File: config.mk
export PLATFORM = sky130hd
export DESIGN_NAME = fillrect
export DESIGN_NICKNAME = d
export VERILOG_FILES = /design/src/rtl/fillrect.sv
export SDC_FILE = /design/constraint.sdc
export NUM_CORES = 1
export LEC_CHECK = 0
export CAP_MARGIN = 20
export CORE_ASPECT_RATIO = 0.9
export CORE_MARGIN = 8
export CORE_UTILIZATION = 45
export DETAILED_ROUTE_END_ITERATION = 8
export GPL_ROUTABILITY_DRIVEN = 0
export GPL_TIMING_DRIVEN = 0
export MAX_ROUTING_LAYER = met4
export PLACE_DENSITY = 0.8
export SLEW_MARGIN = 20
export SYNTH_ARGS = -nofsm -noshare
export SYNTH_HDL_FRONTEND = slang
export SYNTH_SLANG_ARGS = --single-unit
File: constraint.sdc
create_clock -name clk -period 3.2 [get_ports clk]
set_input_delay 0.64 -clock clk [delete_from_list [all_inputs] [get_ports clk]]
set_output_delay 0.64 -clock clk [all_outputs]
set_load 0.05 [all_outputs]
File: src/rtl/fillrect.sv
// ---------------------------------------------------------------------------
// fillrect -- rectangle fill engine for a pixel-plot VGA sink.
//
// Latches a rectangle (x0..x1, y0..y1 inclusive), a base colour and a fill
// pattern on start. It then emits one pixel per accepted handshake, in
// raster order.
//
// Handshake: a pixel is transferred on a rising edge where vga_plot and
// vga_ready are both high. While vga_plot is high and vga_ready is low,
// vga_x, vga_y and vga_colour hold stable. vga_plot never drops without
// an accepted transfer, except on reset.
//
// Optional feature (compile-time macro FILLRECT_CLIP_EN):
//   defined   - the SETUP cycle clamps x1/y1 to the screen's last column and
//               last row. A rectangle starting off-screen becomes empty.
//   undefined - no clamping. Any coordinate up to 2^XW-1 / 2^YW-1 is
//               plotted as given.
//
// Parameters:
//   SCREEN_W, SCREEN_H : screen size in pixels (the clip bounds)
//   XW, YW             : coordinate widths (2^XW >= SCREEN_W, 2^YW >= SCREEN_H)
//   CW                 : colour width
//
// Ports:
//   clk, rst           : clock, synchronous active-high reset
//   start              : fill request, level-sampled in IDLE or DONE
//   x0, x1, y0, y1     : inclusive rectangle corners
//   colour, mode       : base colour; pattern 0 solid, 1 column stripe,
//                        2 row stripe, 3 diagonal
//   vga_ready          : sink ready
//   vga_x, vga_y       : current pixel coordinates
//   vga_colour         : current pixel colour
//   vga_plot           : pixel valid
//   busy               : high in SETUP and DRAW
//   done               : high in DONE
//   fsm_state          : state observation (0 IDLE, 1 SETUP, 2 DRAW, 3 DONE)
// ---------------------------------------------------------------------------
module fillrect #(
    parameter int SCREEN_W = 160,
    parameter int SCREEN_H = 120,
    parameter int XW       = 8,
    parameter int YW       = 7,
    parameter int CW       = 3
) (
    input  logic          clk,
    input  logic          rst,
    input  logic          start,
    input  logic [XW-1:0] x0,
    input  logic [XW-1:0] x1,
    input  logic [YW-1:0] y0,
    input  logic [YW-1:0] y1,
    input  logic [CW-1:0] colour,
    input  logic [1:0]    mode,
    input  logic          vga_ready,
    output logic [XW-1:0] vga_x,
    output logic [YW-1:0] vga_y,
    output logic [CW-1:0] vga_colour,
    output logic          vga_plot,
    output logic          busy,
    output logic          done,
    output logic [1:0]    fsm_state
);

    typedef enum logic [1:0] {
        IDLE  = 2'd0,
        SETUP = 2'd1,
        DRAW  = 2'd2,
        DONE  = 2'd3
    } state_t;

    localparam logic [XW-1:0] X_ONE = XW'(1);
    localparam logic [YW-1:0] Y_ONE = YW'(1);
    localparam logic [CW-1:0] C_ONE = CW'(1);
    localparam logic [CW-1:0] C_ZERO = '0;

    // Refuse to build with coordinate widths that cannot address the screen.
    generate
        if (((2 ** XW) < SCREEN_W) || ((2 ** YW) < SCREEN_H)) begin : g_bad_params
            $error("fillrect: XW/YW too narrow for SCREEN_W/SCREEN_H");
        end
    endgenerate

    state_t        state;

    // Latched request
    logic [XW-1:0] lx0;
    logic [XW-1:0] lx1;
    logic [YW-1:0] ly0;
    logic [YW-1:0] ly1;
    logic [CW-1:0] lcolour;
    logic [1:0]    lmode;

    // Walk position and its offset from the top-left corner. The offsets
    // only feed the colour pattern, so they are kept modulo 2^CW.
    logic [XW-1:0] x;
    logic [YW-1:0] y;
    logic [CW-1:0] dx;
    logic [CW-1:0] dy;

    // Clipped far corner and the empty-rectangle test, evaluated in SETUP.
    logic [XW-1:0] clip_x1;
    logic [YW-1:0] clip_y1;
    logic          empty;

`ifdef FILLRECT_CLIP_EN
    localparam logic [XW-1:0] X_LAST = XW'(SCREEN_W - 1);
    localparam logic [YW-1:0] Y_LAST = YW'(SCREEN_H - 1);

    always_comb begin
        clip_x1 = (lx1 > X_LAST) ? X_LAST : lx1;
        clip_y1 = (ly1 > Y_LAST) ? Y_LAST : ly1;
        // An off-screen start corner always exceeds the clamped far corner.
        // It is tested explicitly so the intent is visible.
        empty   = (lx0 > X_LAST) || (ly0 > Y_LAST) ||
                  (lx0 > clip_x1) || (ly0 > clip_y1);
    end
`else
    always_comb begin
        clip_x1 = lx1;
        clip_y1 = ly1;
        empty   = (lx0 > clip_x1) || (ly0 > clip_y1);
    end
`endif

    // Pattern colour for a pixel at offset (ddx, ddy) from the corner.
    function automatic logic [CW-1:0] pix_colour(
        input logic [1:0]    m,
        input logic [CW-1:0] c,
        input logic [CW-1:0] ddx,
        input logic [CW-1:0] ddy
    );
        logic [CW-1:0] r;
        case (m)
            2'd0:    r = c;
            2'd1:    r = c + ddx;
            2'd2:    r = c + ddy;
            default: r = c + ddx + ddy;
        endcase
        return r;
    endfunction

    always_ff @(posedge clk) begin
        if (rst) begin
            state      <= IDLE;
            lx0        <= '0;
            lx1        <= '0;
            ly0        <= '0;
            ly1        <= '0;
            lcolour    <= '0;
            lmode      <= '0;
            x          <= '0;
            y          <= '0;
            dx         <= '0;
            dy         <= '0;
            vga_colour <= '0;
            vga_plot   <= 1'b0;
            busy       <= 1'b0;
            done       <= 1'b0;
        end else begin
            case (state)
                IDLE, DONE: begin
                    if (start) begin
                        lx0     <= x0;
                        lx1     <= x1;
                        ly0     <= y0;
                        ly1     <= y1;
                        lcolour <= colour;
                        lmode   <= mode;
                        busy    <= 1'b1;
                        done    <= 1'b0;
                        state   <= SETUP;
                    end
                end

                SETUP: begin
                    // Keep the clipped corner so DRAW terminates on it.
                    lx1 <= clip_x1;
                    ly1 <= clip_y1;
                    if (empty) begin
                        busy  <= 1'b0;
                        done  <= 1'b1;
                        state <= DONE;
                    end else begin
                        x          <= lx0;
                        y          <= ly0;
                        dx         <= C_ZERO;
                        dy         <= C_ZERO;
                        vga_colour <= lcolour;   // every pattern equals base at offset 0
                        vga_plot   <= 1'b1;
                        state      <= DRAW;
                    end
                end

                DRAW: begin
                    if (vga_ready) begin
                        if (x == lx1) begin
                            if (y == ly1) begin
                                // Last pixel accepted. The counters stop on the
                                // far corner, so they never wrap.
                                vga_plot <= 1'b0;
                                busy     <= 1'b0;
                                done     <= 1'b1;
                                state    <= DONE;
                            end else begin
                                x          <= lx0;
                                y          <= y + Y_ONE;
                                dx         <= C_ZERO;
                                dy         <= dy + C_ONE;
                                vga_colour <= pix_colour(lmode, lcolour, C_ZERO, dy + C_ONE);
                            end
                        end else begin
                            x          <= x + X_ONE;
                            dx         <= dx + C_ONE;
                            vga_colour <= pix_colour(lmode, lcolour, dx + C_ONE, dy);
                        end
                    end
                end

                default: state <= IDLE;
            endcase
        end
    end

    assign vga_x     = x;
    assign vga_y     = y;
    assign fsm_state = state;

endmodule

==> impl_metrics.prom <==
# TYPE chip_impl_metric gauge
chip_impl_info{name="outcome",value="finished clean"} 1
chip_impl_metric{name="skew",unit="ns"} 0.0108
chip_impl_metric{name="avgViaCountPerCell",unit=""} 5.56
chip_impl_metric{name="timing.critical_path.fanout_max",unit=""} 10
chip_impl_metric{name="grt_remaining_overflow",unit=""} 0
chip_impl_metric{name="place.detailed.hpwl",unit="um"} 8020
chip_impl_metric{name="vdd_ir_drop_max",unit="mV"} 0.451
chip_impl_metric{name="timing.final.hold_violations",unit=""} 0
chip_impl_metric{name="drt-initial-drc-count",unit=""} 231
chip_impl_info{name="cts.root.buffer_cell",value="sky130_fd_sc_hd__clkbuf_8"} 1
chip_impl_metric{name="synth.cell_area",unit="sq mm"} 0.00361
chip_impl_metric{name="grt_first_pass_wirelength",unit="um"} 17000
chip_impl_metric{name="grt_pass1_vias",unit=""} 3589
chip_impl_info{name="grt_most_used_layer",value="met2"} 1
chip_impl_metric{name="die_area",unit="sq mm"} 0.0111
chip_impl_metric{name="clock_pin_slew_of_the_registers_on_the_worst_case_setup_and_hold_paths",unit="ns"} 0.07
chip_impl_info{name="critPathLaunchType",value="register"} 1
chip_impl_metric{name="cts_setup_buffers",unit=""} 0
chip_impl_metric{name="power.static_leakage",unit="nW"} 1.73
chip_impl_metric{name="arrival",unit="ns"} 3.12
chip_impl_metric{name="grt.met3_usage",unit=""} 0.0518
chip_impl_metric{name="dpl_cell_area",unit="sq mm"} 0.00433
chip_impl_metric{name="avgRoutedWirePerCell",unit="um"} 16.3
chip_impl_metric{name="setup_viol_count_final",unit=""} 0
chip_impl_metric{name="layout.core_utilization",unit=""} 0.575
chip_impl_metric{name="synth_enable_flop_cells",unit=""} 0
chip_impl_metric{name="required_time_at_the_worst_slack_endpoint",unit="ns"} 3.46
chip_impl_metric{name="cts-buffers-inserted",unit=""} 9
chip_impl_metric{name="floorplan.rows",unit=""} 31
chip_impl_metric{name="reg2regPathDepth",unit=""} 11
chip_impl_metric{name="synth_largest_type_area_fraction",unit=""} 0.355
chip_impl_metric{name="yosysWarningCount",unit=""} 0
chip_impl_metric{name="postRouteWirelength",unit="um"} 10500
chip_impl_metric{name="die_height",unit="um"} 101
chip_impl_metric{name="final-max-slew-violation-count",unit=""} 0
chip_impl_metric{name="met2_usage",unit=""} 0.321
chip_impl_metric{name="clkSinkCount",unit=""} 64
chip_impl_metric{name="period_share",unit=""} 0.896
chip_impl_metric{name="core",unit="sq mm"} 0.00791
chip_impl_metric{name="cts_hold_buf",unit=""} 0
chip_impl_metric{name="drt-pass1-iter-count",unit=""} 4
chip_impl_metric{name="postSynthNetCount",unit=""} 533
chip_impl_metric{name="synth_cell_type_count",unit=""} 47
chip_impl_metric{name="fmax",unit="GHz"} 0.349
chip_impl_metric{name="final_cell_area",unit="sq mm"} 0.00455
chip_impl_metric{name="grtUsageMet1",unit=""} 0.231
chip_impl_metric{name="maximum_number_of_pins_on_one_net_before_global_route_repair",unit=""} 12
chip_impl_metric{name="worst_slew_margin_rel",unit=""} 0.539
chip_impl_metric{name="worst_slew_pin_slew",unit="ns"} 0.686
chip_impl_metric{name="layout-drive-gt1-share",unit=""} 0.0571
chip_impl_metric{name="cts_resized",unit=""} 0
chip_impl_metric{name="via_count",unit=""} 3567
chip_impl_info{name="ys_top_cells_by_area",value="sky130_fd_sc_hd__dfxtp_1 (36%), sky130_fd_sc_hd__nand2_1 (11%), sky130_fd_sc_hd__a21oi_1 (9.6%), sky130_fd_sc_hd__ha_1 (8.3%), sky130_fd_sc_hd__inv_1 (2.6%)"} 1
chip_impl_metric{name="final_critical_path_required_period",unit="ns"} 2.87
chip_impl_metric{name="gr-usage-all-layers",unit=""} 0.200
chip_impl_metric{name="avgSynthCellArea",unit="sq um"} 7.73
chip_impl_metric{name="syn2layout_area_growth",unit="%"} 26.2
chip_impl_metric{name="finalWorstSetupSlack",unit="ns"} 0.334
chip_impl_metric{name="h_tree_lvls",unit=""} 3
chip_impl_metric{name="hold_depth",unit=""} 2
chip_impl_metric{name="synthArstFlopShare",unit=""} 0
chip_impl_metric{name="final_nets",unit=""} 604
chip_impl_metric{name="width_of_the_die",unit="um"} 110
chip_impl_info{name="synth_common_cells",value="sky130_fd_sc_hd__nand2_1 (108), sky130_fd_sc_hd__a21oi_1 (69), sky130_fd_sc_hd__dfxtp_1 (64)"} 1
chip_impl_metric{name="final_antenna_net_count",unit=""} 0
chip_impl_metric{name="ys_seq_area_frac",unit=""} 0.355
chip_impl_metric{name="pin_count",unit=""} 62
chip_impl_info{name="tritoncts",value="built"} 1
chip_impl_metric{name="power_per_cell_area",unit="mW/mm^2"} 856
chip_impl_info{name="timing.setup.critical_path_class",value="register to register"} 1
chip_impl_metric{name="gate_count_post_synth",unit=""} 467
chip_impl_metric{name="setup-tns-final",unit="ns"} 0
chip_impl_metric{name="worst_setup_slack_before_clock_tree_synthesis",unit="ns"} 0.465
chip_impl_info{name="unrepaired_setup_endpoints_after_global_routing",value="no"} 1
chip_impl_metric{name="start_util",unit=""} 0.456
chip_impl_metric{name="antenna_cells_inserted",unit=""} 0
chip_impl_metric{name="buffer_ports.inserted",unit=""} 60
chip_impl_metric{name="regToRegSetupSlack",unit="ns"} 0.33
chip_impl_metric{name="worst_skew_pair.late_latency",unit="ns"} 0.36
chip_impl_info{name="hold_class",value="register to register"} 1
chip_impl_metric{name="register_bit_total_from_synthesis",unit=""} 64
chip_impl_info{name="synth_flop_cell",value="sky130_fd_sc_hd__dfxtp_1"} 1
chip_impl_metric{name="cts-root-to-sink-buffers",unit=""} 2
chip_impl_info{name="cell_type_with_the_highest_aggregate_area_in_the_netlist",value="sky130_fd_sc_hd__dfxtp_1"} 1
chip_impl_info{name="endpoint_kind",value="register"} 1
chip_impl_metric{name="max-cap-violations",unit=""} 0
chip_impl_metric{name="grt_antenna_before_repair",unit=""} 0
chip_impl_info{name="synthMostInstantiatedCell",value="sky130_fd_sc_hd__nand2_1"} 1
chip_impl_metric{name="drc_errors",unit=""} 0
[per-layer routing]
metal | wire, um | up-vias | share of wire
li1 | - | 1741 | -
met1 | 4460 | 1681 | 0.43
met2 | 5110 | 121 | 0.49
met3 | 630 | 24 | 0.060
met4 | 260 | 0 | 0.025
met5 | 0 | - | 0
[critical path, cell delays in order (launching register included)]
cell and delay [ns]:
sky130_fd_sc_hd__dfxtp_1 0.35, sky130_fd_sc_hd__inv_1 0.09, sky130_fd_sc_hd__ha_1 0.14, sky130_fd_sc_hd__buf_2 0.20, sky130_fd_sc_hd__clkinv_1 0.26, sky130_fd_sc_hd__or3_1 0.43
sky130_fd_sc_hd__o32ai_1 0.30, sky130_fd_sc_hd__or3_1 0.16, sky130_fd_sc_hd__clkbuf_1 0.25, sky130_fd_sc_hd__buf_2 0.29, sky130_fd_sc_hd__a21oi_1 0.10, sky130_fd_sc_hd__o32ai_1 0.18
[cell families (layout without fill, tap and decap cells)]
kind of cell / after synthesis / in the layout / share of synthesized area
buf+inv: 52 / 128 / 0.0576
compound gates: 108 / 108 / 0.175
flops: 64 / 64 / 0.355
simple gates: 184 / 184 / 0.226
fa+ha+maj: 27 / 27 / 0.0999
xor+xnor: 21 / 21 / 0.0551
mux: 11 / 11 / 0.0319
[registers in the layout, indices dropped and copies added (netlist names)]
name and flops:
dy 3, lmode 2, vga_x 8, clip_y1 7
clip_x1 8, fsm_state 2, done 1, vga_colour 3
lx0 8, busy 1, vga_y 7, vga_plot 1
dx 3, lcolour 3, ly0 7
[worst paths after layout]
kind | startpoint | to
hold / removal | lcolour[2] | lcolour[2]
setup / recovery | fsm_state[0] | vga_x[4]
hold reg to reg | lcolour[2] | lcolour[2]
setup reg to reg | fsm_state[0] | vga_x[4]
[report_power, final]
group | internal [mW] | total, mW | leakage [nW] | switching [mW]
registers | 0.967 | 1.16 | 0.523 | 0.196
logic | 0.730 | 1.95 | 1.10 | 1.21
clock network | 0.455 | 0.788 | 0.112 | 0.332
total | 2.15 | 3.90 | 1.73 | 1.74
[area by class of cell]
| class | instances | area, sq um |
|---|---|---|
| Fill cell | 734 | 3360 |
| Multi-Input combinational cell | 351 | 2120 |
| Sequential cell | 64 | 1280 |
| Timing Repair Buffer | 60 | 601 |
| Clock buffer | 10 | 138 |
| Tap cell | 99 | 124 |
| Buffer | 26 | 110 |
| Inverter | 26 | 97.6 |
| Clock inverter | 6 | 82.6 |
[placed cells by master (no fill, tap or decap), drive strengths merged, types with 3 or more instances in the layout]
cell type and instances:
a21oi 69, a31oi 4, and2 3, buf 5
clkbuf 31, clkdlybuf4s50 60, clkinv 4, dfxtp 64
fa 3, ha 24, inv 25, mux2 4
mux2i 7, nand2 108, nand2b 3, nand3 10
nand4 4, nor2 21, nor3 12, o21ai 11
o32ai 10, or2 6, or3 5, xnor2 10
xor2 10
[through the flow]
step	cells	total power, mW	hold slack (ns)
after global routing	642	4.15	0.498
after floorplan	467	2.51	0.436
after global placement	626	3.00	0.443
after detailed placement	626	3.09	0.472
after CTS	642	3.88	0.483
final	642	3.90	0.476
No activity file was read; power rests on OpenSTA's default activity.
